--- src/rtl/nand_op_sequencer_if.sv ---
// Operation / write-data / byte-stream bundle between the op issuer and the
// NAND operation sequencer. The issuer side also drives RB (already
// synchronized to CLK upstream).
interface nand_op_sequencer_if;
  logic        OP_VALID;
  logic        OP_READY;
  logic [1:0]  OP_CODE;
  logic [15:0] OP_COL;
  logic [23:0] OP_ROW;
  logic [7:0]  WR_DATA;
  logic        WR_VALID;
  logic        WR_READY;
  logic        RB;
  logic [7:0]  IOH;
  logic [1:0]  TYPE;
  logic        BYTE_STB;
  logic        BUSY;
  logic        DONE;
  logic        TIMEOUT;

  modport master (
    output OP_VALID, OP_CODE, OP_COL, OP_ROW, WR_DATA, WR_VALID, RB,
    input  OP_READY, WR_READY, IOH, TYPE, BYTE_STB, BUSY, DONE, TIMEOUT
  );

  modport slave (
    input  OP_VALID, OP_CODE, OP_COL, OP_ROW, WR_DATA, WR_VALID, RB,
    output OP_READY, WR_READY, IOH, TYPE, BYTE_STB, BUSY, DONE, TIMEOUT
  );
endinterface

--- src/rtl/nand_op_sequencer.sv ---
// NAND operation sequencer: expands one high-level op (reset, page read,
// page program, block erase) into a paced command/address/data byte stream
// for the pin-level cycle driver, then waits tWB and polls RB (with timeout).
module nand_op_sequencer #(
  parameter int CYCLE_GAP  = 3,
  parameter int PAGE_BYTES = 4320,
  parameter int TWB_CYCLES = 10,
  parameter int RB_TIMEOUT = 65535
) (
  input  logic               CLK,
  input  logic               nRST,
  nand_op_sequencer_if.slave bus
);
  localparam int GW   = (CYCLE_GAP < 1) ? 1 : $clog2(CYCLE_GAP + 1);
  localparam int WMAX = (RB_TIMEOUT > TWB_CYCLES) ? RB_TIMEOUT : TWB_CYCLES;
  localparam int WW   = (WMAX < 1) ? 1 : $clog2(WMAX + 1);

  localparam logic [1:0] OP_RST   = 2'b00;
  localparam logic [1:0] OP_PROG  = 2'b10;
  localparam logic [1:0] OP_ERASE = 2'b11;
  localparam logic [1:0] T_CMD    = 2'b00;
  localparam logic [1:0] T_ADDR   = 2'b01;
  localparam logic [1:0] T_DATA   = 2'b10;

  typedef enum logic [2:0] {
    S_IDLE, S_CMD1, S_ADDR, S_DATA, S_CMD2, S_TWB, S_WAIT_RB, S_FIN
  } state_t;

  state_t      state_q, state_d;
  logic [1:0]  op_q, op_d;
  logic [15:0] col_q, col_d;
  logic [23:0] row_q, row_d;
  logic [12:0] cnt_q, cnt_d;
  logic [GW-1:0] gap_q, gap_d;
  logic [WW-1:0] wait_q, wait_d;
  logic [7:0]  ioh_q, ioh_d;
  logic [1:0]  type_q, type_d;
  logic        stb_q, stb_d;
  logic        busy_q, busy_d;
  logic        done_q, done_d;
  logic        timeout_q, timeout_d;
  logic        op_ready_q, op_ready_d;

  logic        wr_ready;
  logic [12:0] cnt_inc;
  logic [7:0]  addr_byte;

  function automatic logic [7:0] cmd1_byte(input logic [1:0] op);
    case (op)
      2'b00:   return 8'hFF;
      2'b01:   return 8'h00;
      2'b10:   return 8'h80;
      default: return 8'h60;
    endcase
  endfunction

  function automatic logic [7:0] cmd2_byte(input logic [1:0] op);
    case (op)
      2'b01:   return 8'h30;
      2'b10:   return 8'h10;
      2'b11:   return 8'hD0;
      default: return 8'hFF;
    endcase
  endfunction

  // Data handshake only once the previous byte's driver cycle has elapsed.
  assign wr_ready = (state_q == S_DATA) && (gap_q == '0);
  assign cnt_inc  = cnt_q + 13'd1;

  // Address byte select: COL low/high, then ROW low/mid/high.
  always_comb begin
    case (cnt_q[2:0])
      3'd0:    addr_byte = col_q[7:0];
      3'd1:    addr_byte = col_q[15:8];
      3'd2:    addr_byte = row_q[7:0];
      3'd3:    addr_byte = row_q[15:8];
      default: addr_byte = row_q[23:16];
    endcase
  end

  // Next-state and next-output computation for the sequencer FSM.
  always_comb begin
    state_d    = state_q;
    op_d       = op_q;
    col_d      = col_q;
    row_d      = row_q;
    cnt_d      = cnt_q;
    gap_d      = (gap_q != '0) ? gap_q - GW'(1) : '0;
    wait_d     = wait_q;
    ioh_d      = ioh_q;
    type_d     = type_q;
    stb_d      = 1'b0;
    busy_d     = busy_q;
    done_d     = 1'b0;
    timeout_d  = timeout_q;
    op_ready_d = op_ready_q;
    case (state_q)
      S_IDLE: begin
        op_ready_d = 1'b1;
        if (bus.OP_VALID && op_ready_q) begin
          op_d       = bus.OP_CODE;
          col_d      = bus.OP_COL;
          row_d      = bus.OP_ROW;
          cnt_d      = (bus.OP_CODE == OP_ERASE) ? 13'd2 : 13'd0;
          busy_d     = 1'b1;
          op_ready_d = 1'b0;
          timeout_d  = 1'b0;
          state_d    = S_CMD1;
        end
      end
      S_CMD1: if (gap_q == '0) begin
        ioh_d   = cmd1_byte(op_q);
        type_d  = T_CMD;
        stb_d   = 1'b1;
        gap_d   = GW'(CYCLE_GAP);
        wait_d  = '0;
        state_d = (op_q == OP_RST) ? S_TWB : S_ADDR;
      end
      S_ADDR: if (gap_q == '0) begin
        ioh_d  = addr_byte;
        type_d = T_ADDR;
        stb_d  = 1'b1;
        gap_d  = GW'(CYCLE_GAP);
        if (cnt_q == 13'd4) begin
          cnt_d   = '0;
          state_d = (op_q == OP_PROG) ? S_DATA : S_CMD2;
        end else begin
          cnt_d = cnt_inc;
        end
      end
      S_DATA: if (wr_ready && bus.WR_VALID) begin
        ioh_d  = bus.WR_DATA;
        type_d = T_DATA;
        stb_d  = 1'b1;
        gap_d  = GW'(CYCLE_GAP);
        cnt_d  = cnt_inc;
        if (cnt_inc == 13'(PAGE_BYTES)) state_d = S_CMD2;
      end
      S_CMD2: if (gap_q == '0) begin
        ioh_d   = cmd2_byte(op_q);
        type_d  = T_CMD;
        stb_d   = 1'b1;
        gap_d   = GW'(CYCLE_GAP);
        wait_d  = '0;
        state_d = S_TWB;
      end
      S_TWB: begin
        if (wait_q == WW'(TWB_CYCLES - 1)) begin
          wait_d  = '0;
          state_d = S_WAIT_RB;
        end else begin
          wait_d = wait_q + WW'(1);
        end
      end
      S_WAIT_RB: begin
        if (bus.RB) begin
          done_d    = 1'b1;
          busy_d    = 1'b0;
          timeout_d = 1'b0;
          state_d   = S_FIN;
        end else if (wait_q == WW'(RB_TIMEOUT - 1)) begin
          done_d    = 1'b1;
          busy_d    = 1'b0;
          timeout_d = 1'b1;
          state_d   = S_FIN;
        end else begin
          wait_d = wait_q + WW'(1);
        end
      end
      S_FIN: begin
        cnt_d      = '0;
        wait_d     = '0;
        op_ready_d = 1'b1;
        state_d    = S_IDLE;
      end
      default: state_d = S_IDLE;
    endcase
  end

  // State and registered outputs; reset aborts any op immediately.
  always_ff @(posedge CLK or negedge nRST) begin
    if (!nRST) begin
      state_q    <= S_IDLE;
      op_q       <= '0;
      col_q      <= '0;
      row_q      <= '0;
      cnt_q      <= '0;
      gap_q      <= '0;
      wait_q     <= '0;
      ioh_q      <= '0;
      type_q     <= '0;
      stb_q      <= 1'b0;
      busy_q     <= 1'b0;
      done_q     <= 1'b0;
      timeout_q  <= 1'b0;
      op_ready_q <= 1'b1;
    end else begin
      state_q    <= state_d;
      op_q       <= op_d;
      col_q      <= col_d;
      row_q      <= row_d;
      cnt_q      <= cnt_d;
      gap_q      <= gap_d;
      wait_q     <= wait_d;
      ioh_q      <= ioh_d;
      type_q     <= type_d;
      stb_q      <= stb_d;
      busy_q     <= busy_d;
      done_q     <= done_d;
      timeout_q  <= timeout_d;
      op_ready_q <= op_ready_d;
    end
  end

  assign bus.OP_READY = op_ready_q;
  assign bus.WR_READY = wr_ready;
  assign bus.IOH      = ioh_q;
  assign bus.TYPE     = type_q;
  assign bus.BYTE_STB = stb_q;
  assign bus.BUSY     = busy_q;
  assign bus.DONE     = done_q;
  assign bus.TIMEOUT  = timeout_q;
endmodule

--- src/flat_wrapper.sv ---
// flat-port wrapper written by rule: the top's interface ports become plain ports
module nand_op_sequencer_flat 
#(
  parameter int CYCLE_GAP  = 3,
  parameter int PAGE_BYTES = 4320,
  parameter int TWB_CYCLES = 10,
  parameter int RB_TIMEOUT = 65535
)
  (CLK, nRST, bus_OP_VALID, bus_OP_CODE, bus_OP_COL, bus_OP_ROW, bus_WR_DATA, bus_WR_VALID, bus_RB, bus_OP_READY, bus_WR_READY, bus_IOH, bus_TYPE, bus_BYTE_STB, bus_BUSY, bus_DONE, bus_TIMEOUT);
  nand_op_sequencer_if bus_i ();
  input  logic CLK;
  input  logic nRST;
  input wire logic [$bits(bus_i.OP_VALID)-1:0] bus_OP_VALID;
  input wire logic [$bits(bus_i.OP_CODE)-1:0] bus_OP_CODE;
  input wire logic [$bits(bus_i.OP_COL)-1:0] bus_OP_COL;
  input wire logic [$bits(bus_i.OP_ROW)-1:0] bus_OP_ROW;
  input wire logic [$bits(bus_i.WR_DATA)-1:0] bus_WR_DATA;
  input wire logic [$bits(bus_i.WR_VALID)-1:0] bus_WR_VALID;
  input wire logic [$bits(bus_i.RB)-1:0] bus_RB;
  output wire logic [$bits(bus_i.OP_READY)-1:0] bus_OP_READY;
  output wire logic [$bits(bus_i.WR_READY)-1:0] bus_WR_READY;
  output wire logic [$bits(bus_i.IOH)-1:0] bus_IOH;
  output wire logic [$bits(bus_i.TYPE)-1:0] bus_TYPE;
  output wire logic [$bits(bus_i.BYTE_STB)-1:0] bus_BYTE_STB;
  output wire logic [$bits(bus_i.BUSY)-1:0] bus_BUSY;
  output wire logic [$bits(bus_i.DONE)-1:0] bus_DONE;
  output wire logic [$bits(bus_i.TIMEOUT)-1:0] bus_TIMEOUT;
  assign bus_i.OP_VALID = bus_OP_VALID;
  assign bus_i.OP_CODE = bus_OP_CODE;
  assign bus_i.OP_COL = bus_OP_COL;
  assign bus_i.OP_ROW = bus_OP_ROW;
  assign bus_i.WR_DATA = bus_WR_DATA;
  assign bus_i.WR_VALID = bus_WR_VALID;
  assign bus_i.RB = bus_RB;
  assign bus_OP_READY = bus_i.OP_READY;
  assign bus_WR_READY = bus_i.WR_READY;
  assign bus_IOH = bus_i.IOH;
  assign bus_TYPE = bus_i.TYPE;
  assign bus_BYTE_STB = bus_i.BYTE_STB;
  assign bus_BUSY = bus_i.BUSY;
  assign bus_DONE = bus_i.DONE;
  assign bus_TIMEOUT = bus_i.TIMEOUT;
  nand_op_sequencer #(.CYCLE_GAP(CYCLE_GAP), .PAGE_BYTES(PAGE_BYTES), .TWB_CYCLES(TWB_CYCLES), .RB_TIMEOUT(RB_TIMEOUT)) u_core (.CLK(CLK), .nRST(nRST), .bus(bus_i));
endmodule
--- config.mk ---
export PLATFORM = sky130hd
export DESIGN_NAME = nand_op_sequencer_flat
export DESIGN_NICKNAME = d
export VERILOG_FILES = /design/src/rtl/nand_op_sequencer_if.sv /design/src/rtl/nand_op_sequencer.sv /design/src/flat_wrapper.sv
export SDC_FILE = /design/constraint.sdc
export NUM_CORES = 1
export LEC_CHECK = 0
export CAP_MARGIN = 20
export CORE_ASPECT_RATIO = 2
export CORE_MARGIN = 5
export CORE_UTILIZATION = 40
export CTS_CLUSTER_SIZE = 30
export DETAILED_ROUTE_END_ITERATION = 7
export PLACE_DENSITY_LB_ADDON = 0.25
export SYNTH_ARGS = -nofsm -noshare
export SYNTH_HDL_FRONTEND = slang
export SYNTH_SLANG_ARGS = --single-unit
--- constraint.sdc ---
create_clock -name CLK -period 5.1 [get_ports CLK]
set_input_delay 1.02 -clock CLK [delete_from_list [all_inputs] [get_ports CLK]]
set_output_delay 1.02 -clock CLK [all_outputs]
set_load 0.02 [all_outputs]
After elaboration in Yosys (flattened, before gate mapping). Cells that the tools add are included.

Logic and storage cells: 126. Input bits: 55. Output and inout bits: 16. Register bits after elaboration: 91.

Eq/ne operators: 30. Add/subtract/negate cells: 3. Multiplexer cells: 56. Reductions and logical operators: 23.

Operators with widths (number): 16-bit 2-to-1 mux (4); 16-bit case mux with 4 select lines (1); 8-bit case mux with 4 select lines (2); 13-bit 2-to-1 mux (4); 13-bit case mux with 4 select lines (1); 8-bit case mux with 3 select lines (2); 3-bit 2-to-1 mux (12); 8-bit 2-to-1 mux (4); 3-bit case mux with 8 select lines (1); 16-bit by 1-bit adder with 16-bit output, second input constant (1); 16-bit equality test, second input constant (1); 16-bit by 4-bit equality test with 1-bit output, second input constant (1); 2-bit 2-to-1 mux (7); 2-bit by 1-bit inequality test with 1-bit output, second input constant (7); 13-bit by 1-bit adder with 13-bit output, second input constant (1); 13-bit equality test, second input constant (1); 13-bit by 3-bit equality test with 1-bit output, second input constant (1); 3-bit by 2-bit equality test with 1-bit output, second input constant (4); 3-bit equality test, second input constant (4); 1-bit 2-to-1 mux (12); 4-bit AND reduction (3); 4-bit nonzero test (3); 9-bit AND reduction (1); 2-bit inequality test, second input constant (4); other kinds (18) (30).

Longest topological paths before layout.
Depth after elaboration: 5. Gate-level depth with buffers: 10. Depth with buffers taken out: 8.

Worst setup path before layout. No wires, ideal clock.

Kind: register to output. From: reg u_core.state_q[2]. To: out bus_WR_READY. Cell stages (with the launch flop): 6. Path buffers: 3. Setup slack: 2.855 ns. Data arrival time: 1.225 ns. Cells stage by stage: dfrtp_1 > buf_2 > buf_2 > clkbuf_1 > nor2_1 > and2_1.

Longest elaborated chain between the ends: 2.

Ends and longest elaborated chain: from (decl) (line nand_op_sequencer.sv:29) `state_t state_q, state_d;`; from (signal assigned) (line nand_op_sequencer.sv:198) `state_q <= state_d;`; 3-bit by 2-bit equality test with 1-bit output (line nand_op_sequencer.sv:67) `assign wr_ready = (state_q == S_DATA) && (gap_q == '0);`; 1-bit logical AND (line nand_op_sequencer.sv:67); to (decl) (line flat_wrapper.sv:21) `output wire logic [$bits(bus_i.WR_READY)-1:0] bus_WR_READY;`.

Every way passes these cells.

Worst setup path after layout.
From: reg u_core.state_q[1]. To: out bus_WR_READY.

The elaborated chain is that of the path after synthesis.

==> summary.txt <==
STA
  • Worst Tran Pin Value: 1034 ps
  • RSZ-0062 raised after global routing: no
  • Final setup fails: 0
  • Worst clock skew: 12.58 ps
  • Setup TNS: 0 ps
  • Minimum clock period: 3380 ps
  • Slew HR: 31.09%
  • Timing-limited maximum frequency: 0.2959 GHz
  • Max Slew Vio Count: 0
  • Final hold vios: 0
  • Final worst path period share: 66.27%

Yosys
  • EDFF count, synth: 0
  • Synth top area share: 44.20%
  • Mapped Nets: 561
  • Register area share after synthesis: 44.72%
  • Synth area leaders: dfrtp_1 (44%), mux2_1 (8.2%), ha_1 (3.4%), o21ai_0 (3.3%), nor2_1 (2.6%)
  • Most common cell in the netlist: dfrtp_1
  • Cells after synthesis: 492
  • Yosys top cell by area: dfrtp_1
  • Post-synth ARST share: 100.0%
  • Ys flop type: dfrtp_1
  • Synthesized cell area: 5095 um^2
  • Commonest cells in the netlist: dfrtp_1 (90), mux2_1 (37), nor2_1 (35)
  • Library cells used by synthesis: 72
  • Synthesized area per cell: 10.36 um^2
  • Flops & latches, synth: 91
  • Syn. warnings: 0

Detailed routing
  • Final routed DRC violation total: 0
  • Vias: 3,985
  • Vias per cell: 5.685
  • DRT antenna net count: 0
  • Pre-antenna DRT Iters: 5
  • Wire length per cell: 18.27 um
  • Initial DRC Count: 180
  • DRT Wirelength: 12,810 um

Power and ir drop
  • Sw Pwr: 697.6 uW
  • Clk network pwr share: 33.1%
  • Tot Pwr: 2105 uW
  • Internal power: 1407 uW
  • Peak VDD IR: 0.2193 mV
  • Combinational power share: 25.5%
  • Leakage power: 0.002791 uW
  • Sequential share of power: 41.4%
  • Net Sw Frac: 33.14%
  • Pwr Density: 344.1 nW/um^2

Clock network
  • Root Buffer: clkbuf_16
  • CTS Hold Bufs: 0
  • Post-cts gate resize count: 0
  • Htree depth: 3
  • Setup bufs post-CTS: 0
  • Clock Pin Slew Worst Setup and Hold Paths: 80 ps
  • Worst-Skew Late Latency: 350 ps
  • Number of CTS-inserted buffers: 9
  • CTS tree: built
  • Sink Count: 91
  • Clk buf depth: 2

Worst setup path
  • Critical Path Sink Type: output pin
  • Worst-path cell chain: nand2_1 -> nor2_1 -> and2_1 -> clkdlybuf4s50_1
  • Arrival time worst endpoint: 2360 ps
  • Worst Reg-to-Reg Cells: 8
  • CP Launch Type: register
  • Slowest-stage cell, CP: dfrtp_1
  • R2r setup slk: 2550 ps
  • Max Fanout on Critical Path: 19
  • Reg2Reg Launch Point: u_core.gap_q[0]
  • Critical path's largest stage delay: 730 ps
  • R2R Path End: u_core.wait_q[8]
  • Critical path required time: 4080 ps
  • Crit path kind: reg2out

Worst hold path
  • Hold crit path type: reg2reg
  • Min-Delay Path Depth: 2
  • Min-delay src: u_core.bus.IOH[3]
  • Hold path endpoint: u_core.bus.IOH[3]

Placement
  • # port buffers: 70
  • Placer congestion estimate: 0.8814
  • DP Wirelength: 9516 um
  • Cell Area, Placed: 5804 um^2

Global route
  • Pin count of the biggest net entering global routing: 60
  • First-pass GRT wire length: 21,010 um
  • Initial antenna violation count: 0
  • Vias in the first global route: 4,182
  • Gr usage total: 17.00%
  • GRT overflow: 0

Finish
  • Layout Area Growth over Synthesis: 20.06%
  • Share of cells above drive strength 1: 10.16%
  • N_diodes: 0
  • Nets@finish: 615
  • Post-route cell area: 6117 um^2

Flow run
  • Max-cap viol count: 0

Floorplanning
  • # IOs: 71
  • Placement Rows: 58
  • Die Wd: 89.81 um
  • Starting Density: 40.58%
  • Floorplan Core Area: 12,550 um^2
  • Height of the die: 169.6 um
  • DIE AREA: 15,230 um^2

Run status
  • Status: completed
==> critical path: cells and delay by family, from the launching register on <==
family                 cells  cell delay, ps
and+or+nand+nor            3             700
buffers and inverters      1             600
DFF                        1             730
==> cell usage in the layout, fill, tap and decap left out, drive strengths merged, types with 5 or more instances in the layout <==
cell type	synthesis	routed
dfrtp	90	90
clkdlybuf4s50	0	69
o21ai	47	47
mux2	44	44
nor2	38	38
nand2	35	35
a21oi	24	24
inv	15	20
nand3	18	18
xor2	15	15
ha	14	14
nand4	14	14
clkbuf	4	10
and3	9	9
o31ai	8	8
a222oi	8	8
o21a	8	8
nor2b	6	6
nor3	6	6
a31oi	5	5
nor4	5	5
==> cell families (layout without fill, tap and decap cells) <==
logic type / after synthesis / in the layout / share of synthesized area [%]
AOI/OAI and AO/OA: 126 / 126 / 16.90
DFF: 91 / 91 / 44.72
buffers and inverters: 45 / 104 / 4.887
muxes: 45 / 45 / 9.922
xor gates and xnor gates: 17 / 17 / 2.923
adders and majority gates: 14 / 14 / 3.438
and+or+nand+nor: 154 / 154 / 17.22
==> flip-flops by register name (all words and copies together), names as in the netlist <==
name,count
u_core.bus.IOH,8
u_core.bus.DONE,1
u_core.bus.BUSY,1
u_core.wait_q,16
u_core.bus.OP_READY,1
u_core.col_q,16
u_core.bus.TYPE,2
u_core.state_q,3
u_core.bus.BYTE_STB,1
u_core.cnt_q,13
u_core.op_q,2
u_core.bus.TIMEOUT,1
u_core.row_q,24
u_core.gap_q,2
==> cell type report <==
| class | count | area, um^2 |
|---|---|---|
| Clock inverter | 6 | 76.32 |
| Timing Repair Buffer | 73 | 720.7 |
| Tap cell | 150 | 187.7 |
| Multi-Input combinational cell | 356 | 2569 |
| Sequential cell | 91 | 2278 |
| Clock buffer | 10 | 229.0 |
| Fill cell | 1168 | 6437 |
| Inverter | 15 | 56.30 |
==> through the flow <==
stage / util, % / hold WS [ps] / worst slack [ps] / std cells
floorplan: - / 463.8 / 2855 / 492
global placement: 46.23 / 473.2 / 1942 / 684
detailed placement: 46.23 / 474.3 / 1909 / 684
CTS: 48.66 / 491.8 / 1700 / 700
global route: 48.72 / 506.1 / 1509 / 701
finish: 48.72 / 490.4 / 1720 / 701
==> worst max-delay path by stage <==
| stage | start | to | slack, ps | cells after the start |
|---|---|---|---|---|
| after floorplan | u_core.state_q[2] | bus_WR_READY | 2860 | 5 |
| after global placement | bus_OP_VALID | u_core.col_q[10] | 1940 | 4 |
| after detailed placement | bus_OP_VALID | u_core.row_q[9] | 1910 | 4 |
| after CTS | u_core.state_q[1] | bus_WR_READY | 1700 | 4 |
| after global routing | u_core.state_q[1] | bus_WR_READY | 1510 | 4 |
| final | u_core.state_q[1] | bus_WR_READY | 1720 | 4 |
==> routing by layer <==
layer	vias up	track usage, %	wire [um]
li1	1900	-	-
met1	1982	17.91	4755
met2	88	32.65	7323
met3	15	3.106	467
met4	0	6.711	259
met5	-	0	0
==> power groups by stage <==
stage	Clock [uW]	Sequential (uW)	Combinational, uW
after floorplan	0	897	295
after global placement	0	879	534
after detailed placement	0	882	543
after CTS	714	869	546
after global routing	737	883	586
final	697	871	537
Note: power is estimated with default switching activity, not from simulation.
